$ cat config.mk
export PLATFORM = sky130hd
export DESIGN_NAME = regfile
export DESIGN_NICKNAME = d
export VERILOG_FILES = /design/src/rtl/regfile_pkg.sv /design/src/rtl/regfile_word.sv /design/src/rtl/regfile.sv
export SDC_FILE = /design/constraint.sdc
export NUM_CORES = 2
export LEC_CHECK = 0
export ABC_AREA = 1
export CORE_UTILIZATION = 40
export CTS_CLUSTER_DIAMETER = 100
export CTS_CLUSTER_SIZE = 30
export DETAILED_ROUTE_END_ITERATION = 7
export SYNTH_ARGS = -nofsm -noshare
export SYNTH_HDL_FRONTEND = slang
export SYNTH_SLANG_ARGS = --single-unit
$ cat constraint.sdc
create_clock -name clock -period 114.7 [get_ports clock]
set_input_delay 28.675 -clock clock [delete_from_list [all_inputs] [get_ports clock]]
set_output_delay 28.675 -clock clock [all_outputs]
set_load 0.02 [all_outputs]
$ cat src/rtl/regfile_pkg.sv
// Shared register-file types and constants; reg_idx_t is also used by the
// processor's decode logic so index widths cannot drift apart.
package regfile_pkg;

  localparam int REG_COUNT = 32;
  localparam int REG_IDX_W = 5;

  typedef logic [REG_IDX_W-1:0] reg_idx_t;

  localparam reg_idx_t ZERO_REG = 5'd0;

  // One-hot decode of a register index into a REG_COUNT-wide select vector.
  function automatic logic [REG_COUNT-1:0] idx_onehot(input reg_idx_t idx);
    logic [REG_COUNT-1:0] oh;
    oh      = '0;
    oh[idx] = 1'b1;
    return oh;
  endfunction

endpackage

$ cat src/rtl/regfile_word.sv
// One architectural register: a DATA_W flop bank with write enable and
// asynchronous active-high clear.
module regfile_word #(
  parameter int DATA_W = 32
) (
  input  logic              clock,
  input  logic              reset,
  input  logic              wr_en,
  input  logic [DATA_W-1:0] wr_data,
  output logic [DATA_W-1:0] rd_data
);

  logic [DATA_W-1:0] data_d;
  logic [DATA_W-1:0] data_q;

  // NOTE: default assignment first so every path drives data_d (no latch).
  always_comb begin
    data_d = data_q;
    if (wr_en) begin
      data_d = wr_data;
    end
  end

  // NOTE: each word is a real flop bank (not a RAM macro), so it can and must
  // be cleared by reset; non-blocking keeps all words updating in lockstep.
  always_ff @(posedge clock or posedge reset) begin
    if (reset) begin
      data_q <= '0;
    end else begin
      data_q <= data_d;
    end
  end

  assign rd_data = data_q;

endmodule

$ cat src/rtl/regfile.sv
// Thirty-two-entry register file: r0 hardwired to zero, two combinational
// read ports, one clocked write port, optional write-through bypass.
module regfile
  import regfile_pkg::*;
#(
  parameter int DATA_W        = 32,
  parameter int WRITE_THROUGH = 1
) (
  input  logic              clock,
  input  logic              reset,
  input  logic              ctrl_writeEnable,
  input  reg_idx_t          ctrl_writeReg,
  input  logic [DATA_W-1:0] data_writeReg,
  input  reg_idx_t          ctrl_readRegA,
  input  reg_idx_t          ctrl_readRegB,
  output logic [DATA_W-1:0] data_readRegA,
  output logic [DATA_W-1:0] data_readRegB
);

  logic [REG_COUNT-1:1] wr_sel;
  logic [REG_COUNT-1:0] rd_sel_a;
  logic [REG_COUNT-1:0] rd_sel_b;
  logic [DATA_W-1:0]    reg_val [REG_COUNT];
  logic [DATA_W-1:0]    stored_a;
  logic [DATA_W-1:0]    stored_b;
  logic                 bypass_a;
  logic                 bypass_b;

  // Write decoder; there is no bit 0, so writes to r0 fall on the floor.
  always_comb begin
    wr_sel = '0;
    for (int i = 1; i < REG_COUNT; i++) begin
      wr_sel[i] = ctrl_writeEnable && (ctrl_writeReg == reg_idx_t'(i));
    end
  end

  for (genvar i = 0; i < REG_COUNT; i++) begin : g_word
    if (i == 0) begin : g_zero
      assign reg_val[i] = '0;
    end else begin : g_reg
      regfile_word #(
        .DATA_W (DATA_W)
      ) u_word (
        .clock   (clock),
        .reset   (reset),
        .wr_en   (wr_sel[i]),
        .wr_data (data_writeReg),
        .rd_data (reg_val[i])
      );
    end
  end

  assign rd_sel_a = idx_onehot(ctrl_readRegA);
  assign rd_sel_b = idx_onehot(ctrl_readRegB);

  // AND-OR read selects; reg_val[0] is constant zero so index 0 reads 0.
  always_comb begin
    stored_a = '0;
    stored_b = '0;
    for (int i = 0; i < REG_COUNT; i++) begin
      stored_a = stored_a | ({DATA_W{rd_sel_a[i]}} & reg_val[i]);
      stored_b = stored_b | ({DATA_W{rd_sel_b[i]}} & reg_val[i]);
    end
  end

  // Bypass is masked by reset so outputs read zero throughout reset.
  always_comb begin
    bypass_a = (WRITE_THROUGH != 0) && !reset && ctrl_writeEnable &&
               (ctrl_readRegA == ctrl_writeReg) && (ctrl_readRegA != ZERO_REG);
    bypass_b = (WRITE_THROUGH != 0) && !reset && ctrl_writeEnable &&
               (ctrl_readRegB == ctrl_writeReg) && (ctrl_readRegB != ZERO_REG);
  end

  always_comb begin
    data_readRegA = bypass_a ? data_writeReg : stored_a;
    data_readRegB = bypass_b ? data_writeReg : stored_b;
  end

endmodule

==> metrics.md <==
| Metric | Value |
|---|---|
| Status | `finished with violations` |
| Failing checks | `antenna violations` |
| Max FFs per register | `992` |
| Async SR Flop Fraction | `1.00` |
| Placed Area | `55,700 sq um` |
| Drt total wl | `219 mm` |
| Sw Ratio | `0.344` |
| Clock Skews | `0 ns` |
| Final nets | `between 7,000 and 8,000` |
| Switch Pwr | `0.286 mW` |
| Syn-to-layout area delta | `7.16%` |
| Cts hold-fix bufs | `0` |
| Total Neg Setup Slack | `0 ns` |
| First-pass GRT wire length | `325 mm` |
| Fin. max-slew vios | `0` |
| Clock Power Share | `0.260` |
| # setup viols final | `0` |
| Synth Net Count | `7,958` |
| Slew headroom | `0.134` |
| # rows | `approximately 130` |
| Post-synthesis sequential area ratio | `0.464` |
| Share of the synthesized area in the top cell type | `0.464` |
| ANT nets after route | `1` |
| Worst Reg-to-Reg Cells | `2` |
| Post-synth top cells | `nand2_1, dfrtp_1, o21ai_0` |
| Fillers | `13,800` |
| Hold Crit Endpoint | `g_word[2].g_reg.u_word.rd_data[3]$_DFFE_PP0P_` |
| Ports | `around 110` |
| Avg WL per Cell | `23.3 microns` |
| Mapped cell area | `53,500 sq um` |
| Finished Cell Area | `about 57,000 sq um` |
| Minimum clock period | `62.02 ns` |
| Max_cap viols | `0` |
| Vias in the first global route | `49,200` |
| Startpoint Class | `input port` |
| First-pass detailed-route iteration total | `8` |
| Synth cell types | `18` |
| Worst setup path class | `input port to output pin` |
| Seq pwr share | `0.559` |
| Resize count post-CTS | `0` |
| # clock sinks | `992` |
| Synth Instances | `slightly below 8,000` |
| EDFF count, synth | `0` |
| RSZ-0062 raised after global routing | `false` |
| TritonCTS clock tree | `done` |
| Primary FF master, synth | `dfrtp_1` |
| Core ar. | `roughly 130,000 sq um` |
| Post-CTS Setup Inserts | `0` |
| DR iter-0 viols | `6,456` |
| FF+latch count, synth | `992` |
| Initial Utilization | `0.405` |
| R2R Path End | `g_word[10].g_reg.u_word.rd_data[0]$_DFFE_PP0P_` |
| Initial antenna violation count | `8` |
| Total die area | `135,000 sq um` |
| Worst-Margin Slew | `1.30 ns` |
| Port buffer count | `113` |
| Power per cell area | `14.5 nW/um^2` |
| VDD IR-drop max | `about 0.012 mV` |
| R2r setup slk | `113.93 ns` |
| Avg Inst Size Synth | `6.76 sq um` |
| DRC | `0` |
| Total power | `around 0.83 mW` |
| Largest net degree at the start of global routing | `165` |
| Internal power | `roughly 0.55 mW` |
| DP Wirelength | `128 mm` |
| Final Hold Fails | `0` |
| Cell Count Post-Placement | `between 9,000 and 10,000` |
| Reg clk slew, reported paths | `0.10 ns` |
| Leakage | `30.1 nW` |
| Count leader, synth | `nand2_1` |
| DR vias/cell | `roughly 5.7` |
| Crit end category | `output pin` |
| Overall routing resource usage | `0.319` |
| Fin cells | `9,397` |
| Placer Congestion | `0.952` |
| Vias post-DR | `53,400` |
| GR Overflow Total | `0` |
| Fmax | `16.1 MHz` |
| Hold Path Stages | `2` |
| H-tree level count | `2` |
| Syn. warnings | `0` |
| Clk buf depth | `3` |
| Critical path peak fanout | `72` |
| Die Span Y | `368 microns` |
| CP required | `86.03 ns` |
| Num CTS Buffers | `between 40 and 50` |
| Die width | `368 microns` |
| HP Class | `flop to flop` |
| Comb power frac | `0.181` |
| Layout cells sized above 1 | `0.0388` |
| Worst skew pair latency | `about 0.71 ns` |
| Synth area leaders | `dfrtp_1, nand2_1, o21ai_0` |
| Root Buffer | `clkbuf_16` |
| Fin crit share | `0.541` |
| Worst R2R Start | `g_word[10].g_reg.u_word.rd_data[0]$_DFFE_PP0P_` |
| Post-layout util | `0.434` |
| Top cell type by total area after synthesis | `dfrtp_1` |
| Hold_sp | `g_word[2].g_reg.u_word.rd_data[3]$_DFFE_PP0P_` |
| Crit path arrival time | `33.35 ns` |
==> power groups by stage <==
stage | registers [mW] | clock network, mW | logic (mW)
finish | 0.466 | 0.217 | 0.150
global route | 0.475 | 0.230 | 0.168
CTS | 0.464 | 0.219 | 0.148
detailed placement | 0.470 | 0 | 0.148
global placement | 0.469 | 0 | 0.144
floorplan | 0.460 | 0 | 0.0927
==> cells by family after synthesis <==
| group | count (synthesis) | synth area share |
|---|---|---|
| flip-flops | 992 | 0.464 |
| AO/OA/AOI/OAI | 994 | 0.0933 |
| buffers and inverters | 680 | 0.0525 |
| XOR/XNOR | 4 | 0.000655 |
| AND/OR/NAND/NOR | 5238 | 0.389 |
==> layout by cell type (no fill, tap or decap), drive strengths merged <==
cell type | netlist | final
clkdlybuf4s50 | 0 | 111
a211oi | 2 | 2
diode | 0 | 10
clkinv | 0 | 11
nor3 | 1 | 1
buf | 222 | 124
nor4 | 2 | 2
dfrtp | 992 | 992
o21ai | 992 | 992
clkbuf | 368 | 52
inv | 90 | 103
nand3 | 528 | 528
nand4 | 194 | 194
xor2 | 4 | 4
nor2 | 775 | 775
nand2 | 3737 | 3737
bufinv | 0 | 1
clkinvlp | 0 | 2
or2 | 1 | 1
==> how the worst max path moves through the flow <==
stage          slack [ns]                 to             start
2_1_floorplan       33.42  data_readRegB[10]             reset
4_1_cts             52.93   data_readRegA[0]  ctrl_readRegA[3]
3_3_place_gp        52.95   data_readRegB[5]  ctrl_readRegB[2]
6_report            52.68   data_readRegB[5]  ctrl_readRegB[2]
3_5_place_dp        52.95   data_readRegA[0]  ctrl_readRegA[3]
5_1_grt             52.64   data_readRegB[5]  ctrl_readRegB[2]
==> metrics by stage <==
step                      setup WS [ns]  hold slack [ns]
after floorplan                   33.42            0.453
after detailed placement          52.95            0.473
after global routing              52.64            0.520
final                             52.68            0.496
after CTS                         52.93            0.498
after global placement            52.95            0.467
==> critical path, stage by stage <==
cell and delay, ns:
buf_2 0.08, buf_4 0.70, inv_2 0.52, buf_4 0.37, nand2_1 0.33, nor2_1 0.15, a211oi_4 0.27, buf_4 0.53
nand2_1 0.48, buf_4 0.38, nand2_1 0.13, nand2_1 0.08, clkdlybuf4s50_1 0.55
==> metal layers <==
| metal | part of all wire | routed length [microns] | vias to the layer above | global-route usage |
|---|---|---|---|---|
| li1 | - | - | 24500 | - |
| met4 | 0.035 | 7730 | 8 | 0.105 |
| met5 | 0.00022 | 48 | - | 0 |
| met1 | 0.42 | 92300 | 25400 | 0.452 |
| met2 | 0.41 | 90300 | 3012 | 0.459 |
| met3 | 0.13 | 29000 | 471 | 0.101 |
==> cell type report <==
cell class                      instances  area, sq um  share of cell area
Timing Repair Buffer                  235         2060              0.0360
Multi-Input combinational cell       6236        26300               0.459
Inverter                               90          345             0.00603
Sequential cell                       992        24800               0.433
Tap cell                             1755         2200              0.0383
Clock inverter                         27          325             0.00568
Antenna cell                           10         25.0            0.000437
Clock buffer                           52         1210              0.0212
(Power assumes the default switching activity.)
